## src/rtl/lattice_result_collector.sv

```systemverilog
// lattice_result_collector: captures successful lattice results into a hit FIFO,
// hands them to the host over valid/ready and tracks sweep completion.
// Define LATTICE_COLLECT_STATS_EN to add the result/hit statistics counters.
module lattice_result_collector #(
  parameter int LOG2_NUM_CORES = 1,
  parameter int NONCE_WIDTH    = 32,
  parameter int FIFO_DEPTH     = 4
) (
  input  logic                                   clk,
  input  logic                                   rst,
  input  logic                                   start_i,
  input  logic                                   res_valid_i,
  input  logic                                   res_success_i,
  input  logic [LOG2_NUM_CORES-1:0]              res_prefix_i,
  input  logic [NONCE_WIDTH-LOG2_NUM_CORES-1:0]  res_nonce_i,
  input  logic                                   res_last_i,
  output logic                                   hit_valid_o,
  input  logic                                   hit_ready_i,
  output logic [NONCE_WIDTH-1:0]                 hit_nonce_o,
  output logic                                   busy_o,
  output logic                                   done_o,
  output logic                                   overflow_o
`ifdef LATTICE_COLLECT_STATS_EN
  ,
  output logic [NONCE_WIDTH:0]                   stat_results_o,
  output logic [15:0]                            stat_hits_o
`endif
);
  localparam int LW = NONCE_WIDTH - LOG2_NUM_CORES;
  localparam int AW = (FIFO_DEPTH > 1) ? $clog2(FIFO_DEPTH) : 1;
  localparam logic [AW:0] DEPTH_C = (AW+1)'(FIFO_DEPTH);

  typedef struct packed {
    logic [LOG2_NUM_CORES-1:0] prefix;
    logic [LW-1:0]             nonce;
  } hit_t;

  typedef enum logic [1:0] {S_IDLE, S_RUN, S_DRAIN, S_DONE} state_t;

  state_t        r_state;
  hit_t          r_mem [FIFO_DEPTH];
  logic [AW-1:0] r_wr_ptr;
  logic [AW-1:0] r_rd_ptr;
  logic [AW:0]   r_count;
  logic          r_busy;
  logic          r_done;
  logic          r_overflow;

  logic w_accept;
  logic w_hit;
  logic w_full;
  logic w_pop;
  logic w_push;
  logic w_drop;

  // start_i wins over everything: a result arriving with it is discarded.
  assign w_accept = (r_state == S_RUN) & res_valid_i & ~start_i;
  assign w_hit    = w_accept & res_success_i;
  assign w_full   = (r_count == DEPTH_C);
  assign w_pop    = (r_count != '0) & hit_ready_i;
  // When full, a same-cycle pop frees the slot being written.
  assign w_push   = w_hit & (~w_full | w_pop);
  assign w_drop   = w_hit & w_full & ~w_pop;

  always_ff @(posedge clk or posedge rst) begin
    if (rst) begin
      r_wr_ptr <= '0;
      r_rd_ptr <= '0;
      r_count  <= '0;
      for (int i = 0; i < FIFO_DEPTH; i++) r_mem[i] <= '0;
    end else if (start_i) begin
      r_wr_ptr <= '0;
      r_rd_ptr <= '0;
      r_count  <= '0;
    end else begin
      if (w_push) begin
        r_mem[r_wr_ptr] <= '{prefix: res_prefix_i, nonce: res_nonce_i};
        r_wr_ptr        <= r_wr_ptr + AW'(1);
      end
      if (w_pop) r_rd_ptr <= r_rd_ptr + AW'(1);
      r_count <= r_count + (AW+1)'(w_push) - (AW+1)'(w_pop);
    end
  end

  always_ff @(posedge clk or posedge rst) begin
    if (rst) begin
      r_state    <= S_IDLE;
      r_busy     <= 1'b0;
      r_done     <= 1'b0;
      r_overflow <= 1'b0;
    end else if (start_i) begin
      r_state    <= S_RUN;
      r_busy     <= 1'b1;
      r_done     <= 1'b0;
      r_overflow <= 1'b0;
    end else begin
      if (w_drop) r_overflow <= 1'b1;
      case (r_state)
        S_RUN: begin
          if (res_valid_i && res_last_i) r_state <= S_DRAIN;
        end
        S_DRAIN: begin
          if (r_count == '0) begin
            r_state <= S_DONE;
            r_busy  <= 1'b0;
            r_done  <= 1'b1;
          end
        end
        default: ;
      endcase
    end
  end

`ifdef LATTICE_COLLECT_STATS_EN
  logic [NONCE_WIDTH:0] r_stat_results;
  logic [15:0]          r_stat_hits;

  // Hit count includes hits dropped on overflow.
  always_ff @(posedge clk or posedge rst) begin
    if (rst) begin
      r_stat_results <= '0;
      r_stat_hits    <= '0;
    end else if (start_i) begin
      r_stat_results <= '0;
      r_stat_hits    <= '0;
    end else begin
      if (w_accept) r_stat_results <= r_stat_results + (NONCE_WIDTH+1)'(1);
      if (w_hit && r_stat_hits != 16'hFFFF) r_stat_hits <= r_stat_hits + 16'd1;
    end
  end

  assign stat_results_o = r_stat_results;
  assign stat_hits_o    = r_stat_hits;
`endif

  assign hit_valid_o = (r_count != '0);
  assign hit_nonce_o = r_mem[r_rd_ptr];
  assign busy_o      = r_busy;
  assign done_o      = r_done;
  assign overflow_o  = r_overflow;

endmodule

```

## config.mk

```make
export PLATFORM = sky130hd
export DESIGN_NAME = lattice_result_collector
export DESIGN_NICKNAME = d
export VERILOG_FILES = /design/src/rtl/lattice_result_collector.sv
export SDC_FILE = /design/constraint.sdc
export NUM_CORES = 1
export LEC_CHECK = 0
export CORE_ASPECT_RATIO = 0.9
export CORE_UTILIZATION = 59
export CTS_CLUSTER_SIZE = 10
export DETAILED_ROUTE_END_ITERATION = 8
export PLACE_DENSITY = 0.83
export RECOVER_POWER = 25
export SLEW_MARGIN = 5
export SYNTH_ARGS = -nofsm -noshare
export SYNTH_HDL_FRONTEND = slang
export SYNTH_SLANG_ARGS = --single-unit
```

## constraint.sdc

```tcl
create_clock -name clk -period 9.47 [get_ports clk]
set_input_delay 0.947 -clock clk [delete_from_list [all_inputs] [get_ports clk]]
set_output_delay 0.947 -clock clk [all_outputs]
set_load 0.1 [all_outputs]
```

==> flow_metrics.env <==
export IMPL_status="finished, violations left"
export IMPL_violations="capacitance limit, slew limit"
export IMPL_cp_depth=3
export IMPL_root_buffer="clkbuf_16"
export IMPL_relSlewSlack_pct=-97.8
export IMPL_grt_busiest_layer="met2"
export IMPL_cts_buffers=17
export IMPL_grt_pass1_wl_um=21900
export IMPL_cp_end_kind="output port"
export IMPL_worst_pin_slew_ps=2950
export IMPL_dp_hpwl_um=7030
export IMPL_gp_congestion=0.745
export IMPL_syn_avg_cell_area_sq_um=18.3
export IMPL_dieArea_sq_um=12000
export IMPL_area_growth_pct=21.0
export IMPL_crit_slowest_cell="clkdlybuf4s50_1"
export IMPL_use_met1_pct=32.2
export IMPL_min_period_ps=4050
export IMPL_ys_seq_elements=140
export IMPL_fmax_ghz=0.247
export IMPL_grt_usage_pct=24.5
export IMPL_crit_family="buffers and inverters"
export IMPL_critPathKind="flop to output port"
export IMPL_ctsResizeCount=0
export IMPL_gr_usage_met2_pct=39.0
export IMPL_die_w_um=115
export IMPL_holdBufCountCts=0
export IMPL_drc=0
export IMPL_num_vias=3517
export IMPL_fp_row_count=36
export IMPL_critPathArrivalTime_ps=3100
export IMPL_antenna_cells=0
export IMPL_port_buffers=74
export IMPL_drt_first_pass_iters=4
export IMPL_antenna_found_initial=0
export IMPL_synth_cells=373
export IMPL_setup_viol=0
export IMPL_grt_pass1_vias=3998
export IMPL_crit_fanout=20
export IMPL_clk_pin_slew_ps=60
export IMPL_n_fill_cell=643
export IMPL_clock_latency_ps=410
export IMPL_r2r_slack_ps=6680
export IMPL_cts_buffer_depth=2
export IMPL_drive_gt1_share_pct=44.2
export IMPL_required_ps=8520
export IMPL_drt_total_wl_um=13100
export IMPL_tns_ps=0
export IMPL_fin_area_sq_um=8270
export IMPL_cts_sinks=140
export IMPL_fin_util_pct=74.9
export IMPL_hold_class="flop to flop"
export IMPL_reg2reg_from="r_count[1]$_DFF_PP0_"
export IMPL_finalClockSkew_ps=6.30
export IMPL_die_h_um=104
export IMPL_post_cts_setup_buffer_count=0
export IMPL_power_per_cell_area_nw_per_um2=378
export IMPL_report_final_slew_viol_count=70
export IMPL_start_util_pct=61.9
export IMPL_synth_warnings=0
export IMPL_drt_iter0_drc=217
export IMPL_h_tree_depth=4
export IMPL_synth_cell_types=31
export IMPL_critPathLaunchType="flop"
export IMPL_max_stage_delay_ps=990
export IMPL_via_per_inst=5.76
export IMPL_ir_drop_v=0.000259
export IMPL_setup_slack_ps=5420
export IMPL_hold_viol=0
export IMPL_post_place_ws_ps=5650
export IMPL_drt_antenna_violating_nets=0
export IMPL_place_area_sq_um=7500
export IMPL_final_period_utilization_pct=42.8
export IMPL_syn_area_sq_um=6830
export IMPL_grt_max_degree=73
export IMPL_finalNetCount=492
export IMPL_cp_cell_sequence="buf_4 -> mux4_2 -> clkdlybuf4s50_1"
export IMPL_core_area_sq_um=11000
export IMPL_grtUsageMet3_pct=7.58
export IMPL_p_leak_nw=4.05
export IMPL_wl_per_cell_um=21.5
export IMPL_grt_ovfl_total=0
export IMPL_drv_cap=1
export IMPL_cp_buffers_inverters=2
export IMPL_cts_tree="built"
export IMPL_ios=75
export IMPL_r2r_end="r_count[2]$_DFF_PP0_"
export IMPL_rsz0062_at_grt="no"
export IMPL_crit_path_end="hit_nonce_o[10]"
export IMPL_crit_path_start="r_rd_ptr[0]$_DFFE_PP0P_"
export IMPL_worstRegToRegCells=10
export IMPL_synth_nets=419
export IMPL_ys_seq_area_share_pct=51.3
## area by class of cell
class / instances / area (sq um) / share of cell area, %
Inverter: 8 / 31.3 / 0.378
Clock inverter: 12 / 310 / 3.75
Sequential cell: 140 / 3510 / 42.4
Tap cell: 152 / 190 / 2.30
Clock buffer: 20 / 467 / 5.65
Multi-Input combinational cell: 203 / 3010 / 36.4
Timing Repair Buffer: 76 / 756 / 9.14
## kinds of logic after synthesis
family | count (synthesis) | share of synthesized area, %
compound gates | 8 | 0.788
xor+xnor | 3 | 0.385
fa+ha+maj | 7 | 1.39
buf+inv | 30 | 4.65
flops | 140 | 51.3
mux | 162 | 38.6
simple gates | 23 | 2.93
## cells in the final DEF, fill, tap and decap left out, types with 4 or more instances in the layout
| master | synthesis | final |
|---|---|---|
| nand4_4 | 4 | 4 |
| clkdlybuf4s50_1 | 0 | 71 |
| ha_1 | 6 | 6 |
| mux2_2 | 9 | 8 |
| dfrtp_1 | 140 | 138 |
| mux2_4 | 120 | 120 |
| inv_1 | 8 | 7 |
| clkbuf_16 | 0 | 17 |
| bufinv_16 | 0 | 10 |
| mux4_2 | 32 | 32 |
| nor2_1 | 8 | 8 |
## routing by layer
| layer | wire length (um) | vias to the layer above |
|---|---|---|
| met4 | 156 | 0 |
| met3 | 717 | 12 |
| met1 | 5770 | 1888 |
| met2 | 6490 | 98 |
| met5 | 0 | - |
| li1 | - | 1519 |
## worst reg2reg max path, stage by stage (launching register included)
cell and delay [ps]:
dfrtp_1 470, or4b_4 660, nand3_1 220, ha_1 270
inv_1 60, ha_1 140, inv_1 50, fa_1 370
xor2_1 160, and2_2 190, nor3_1 120
## power breakdown
group	total [mW]	internal [mW]	switching, mW
logic	1.41	0.488	0.920
clock network	0.869	0.621	0.248
registers	0.847	0.734	0.113
## state kept, by name, indices dropped and copies added (netlist names)
name,flops
r_count,3
overflow_o,1
r_state,2
done_o,1
r_rd_ptr,2
busy_o,1
r_wr_ptr,2
r_mem,128
## per-stage QoR
| step | total power, mW | std cells | hold WS, ps |
|---|---|---|---|
| 2_1_floorplan | 1.97 | 373 | 474 |
| 3_3_place_gp | 2.23 | 579 | 468 |
| 3_5_place_dp | 2.25 | 579 | 479 |
| 4_1_cts | 3.14 | 611 | 497 |
| 5_1_grt | 3.23 | 611 | 514 |
| 6_report | 3.12 | 611 | 494 |
## cell usage after synthesis, drive strengths merged
cell,number,area (sq um)
dfrtp,140,3500
mux2,129,1900
mux4,32,721
buf,21,284
inv,8,30.0
nor2,8,30.0
ha,6,75.1
nand4,4,85.1
xor2,3,26.3
a21oi,2,10.0
a31oi,2,12.5
nor3,2,10.0
a21o,1,7.51
and2,1,7.51
and4bb,1,16.3
clkbuf,1,3.75
fa,1,20.0
mux2i,1,10.0
nand2,1,3.75
nand2b,1,6.26
nand3,1,5.00
nand3b,1,7.51
nor2b,1,6.26
nor4b,1,8.76
o21bai,1,7.51
o311ai,1,8.76
o31ai,1,7.51
or4b,1,13.8
## how the worst min path moves through the flow
stage,from,to,slack [ps],cells after the start
2_1_floorplan,r_mem[62]$_DFFE_PP0P_,r_mem[62]$_DFFE_PP0P_,470,1
3_3_place_gp,busy_o$_DFFE_PP0P_,busy_o$_DFFE_PP0P_,470,1
3_5_place_dp,busy_o$_DFFE_PP0P_,busy_o$_DFFE_PP0P_,480,1
4_1_cts,busy_o$_DFFE_PP0P_,busy_o$_DFFE_PP0P_,500,1
5_1_grt,busy_o$_DFFE_PP0P_,busy_o$_DFFE_PP0P_,510,1
6_report,busy_o$_DFFE_PP0P_,busy_o$_DFFE_PP0P_,490,1
Power figures use the tool's default switching activity.
==> RTL edit, RTL diff (config.mk and constraints unchanged) <==
The option `LATTICE_COLLECT_STATS_EN` is turned on by a define.
--- a/src/rtl/lattice_result_collector.sv
+++ b/src/rtl/lattice_result_collector.sv
@@ -1,6 +1,8 @@
 // lattice_result_collector: captures successful lattice results into a hit FIFO,
 // hands them to the host over valid/ready and tracks sweep completion.
 // Define LATTICE_COLLECT_STATS_EN to add the result/hit statistics counters.
+`define LATTICE_COLLECT_STATS_EN
+
 module lattice_result_collector #(
   parameter int LOG2_NUM_CORES = 1,
   parameter int NONCE_WIDTH    = 32,
Check against the original RTL (old outputs only; new: stat_hits_o and stat_results_o): same outputs for any inputs over 4 cycles, from zero or initial values and one cycle with rst high; that may be too few to reach the edited logic, so the function may still have changed.
==> RTL edit against the original RTL <==
The flow still finishes with violations (max-capacitance violations, max-slew violations); worst hold slack worse by 0.020 ns; core utilization down 0.32 points; critical endpoint is now r_rd_ptr[0]; total power down 8.7%; worst setup slack worse by 1.1 ns; clock skew about the same; clock power down 23%; sequential cell count up 49; count of clock-buffer cells in the layout up 4; wire length up 47%; critical path depth down 1; combinational power down 13%; synthesized area up 28%; design area up 29%.
==> RTL edit: results (changes against the original RTL) <==
Synthesis
  – Mapped Cells: 654 (was 373)
  – Synth area leaders: dfrtp_1 (54%), mux2_2 (17%), mux4_2 (8.2%) (was dfrtp_1 (51%), mux2_4 (26%), mux4_2 (11%))
  – Seq/Total Area, Yosys: 0.540 (was 0.513)
  – Syn Nets: 702 (was 419)
  – Count of cell types in the netlist: 42 (was 31)

Pwr
  – Clock Power: 0.000665 W (was 0.000869 W)
  – Leak: 4.56 nW (was 4.05 nW)
  – NetSw: 0.00120 W (was 0.00128 W)
  – Clk network pwr share: 0.233 (was 0.278)
  – Combinational Power Share: 0.427 (was 0.451)

Critical path
  – Slowest cell on crit path: clkinvlp_2 (was clkdlybuf4s50_1)
  – Worst r2r path cells: 11 (was 10)
  – Worst-path fanout max: 121 (was 20)
  – Worst setup path end: r_rd_ptr[0] (was hit_nonce_o[10])
  – Worst EP arrival: 4.42 ns (was 3.10 ns)
  – Critical Path Max Stage Delay: 2.88 ns (was 0.99 ns)
  – FF-to-FF setup slack: 6.34 ns (was 6.68 ns)
  – CP startpoint: rst (was r_rd_ptr[0])

Final layout
  – Filler cells: 932 (was 643)
  – Fraction of layout cells with a size suffix above 1: 0.255 (was 0.442)
  – Final nets: 814 (was 492)

Clock tree
  – Clk_lat worst skew: 0.43 ns (was 0.41 ns)
  – Clk root buf: clkbuf_16 (unchanged)

STA
  – Final setup margin: 4.34 ns (was 5.42 ns)
  – Worst Tran Pin Value: 5.16 ns (was 2.95 ns)
  – Fin Hold WS: 0.474 ns (was 0.494 ns)
  – Max-slew violations: 182 (was 70)
  – Clock skew: 0.00669 ns (was 0.00630 ns)

Outcome
  – Outcome: finished with violations (unchanged)
  – Failing checks: max-capacitance violations, max-slew violations (unchanged)

Placement
  – PortBufs: 123 (was 74)
  – Dpl ws: 5.39 ns (was 5.65 ns)
  – HPWL Detailed: 12,300 um (was 7030 um)
  – Gpl congestion: 0.819 (was 0.745)
  – DP Area: 0.0101 mm2 (was 0.00750 mm2)

Global route
  – First-pass GRT wire length: 31,700 um (was 21,900 um)
  – Global routing usage on met3: 0.0577 (was 0.0758)
  – Largest net degree at the start of global routing: 122 (was 73)
  – GR Util met1: 0.354 (was 0.322)
  – All-Layer GR Usage: 0.270 (was 0.245)
  – Antenna violations before repair: 1 (was 0)

Route
  – Wire length on met2: 9820 um (was 6490 um)
  – DR WL/cell: 19.9 um (was 21.5 um)
  – Met3 WL: 822 um (was 717 um)
  – Metal-1 WL: 8370 um (was 5770 um)
  – Pre-antenna DRT Iters: 5 (was 4)
  – DRT Wirelength: 19,300 um (was 13,100 um)
  – First DRT Iteration DRCs: 367 (was 217)

Run
  – Max Cap Viol: 2 (was 1)

Worst hold path
  – Hold Path Depth: 2 (was 1)
==> RTL edit: cells by family (layout without fill, tap and decap cells) <==
| logic type | after synthesis | count (layout) | synth area share |
|---|---|---|---|
| flip-flops | 189 | 189 | 0.540 |
| multiplexers | 165 | 165 | 0.253 |
| AND/OR/NAND/NOR | 147 | 147 | 0.0985 |
| AO/OA/AOI/OAI | 72 | 72 | 0.0525 |
| buffers and inverters | 56 | 176 | 0.0257 |
| XOR/XNOR | 16 | 16 | 0.0160 |
| adder cells (fa/ha/maj) | 9 | 9 | 0.0137 |
| other | 0 | 1 | 0 |
==> RTL edit: area by class of cell <==
cell class              count  area, um2  area share
clock buffers              24        462      0.0434
diodes                      1       2.50    0.000235
well taps                 193        241      0.0227
flip-flops and latches    189       4730       0.445
multi-input cells         409       3780       0.356
inverters                  18       68.8     0.00647
clock inverters             3       65.1     0.00612
repair buffers            131       1280       0.121
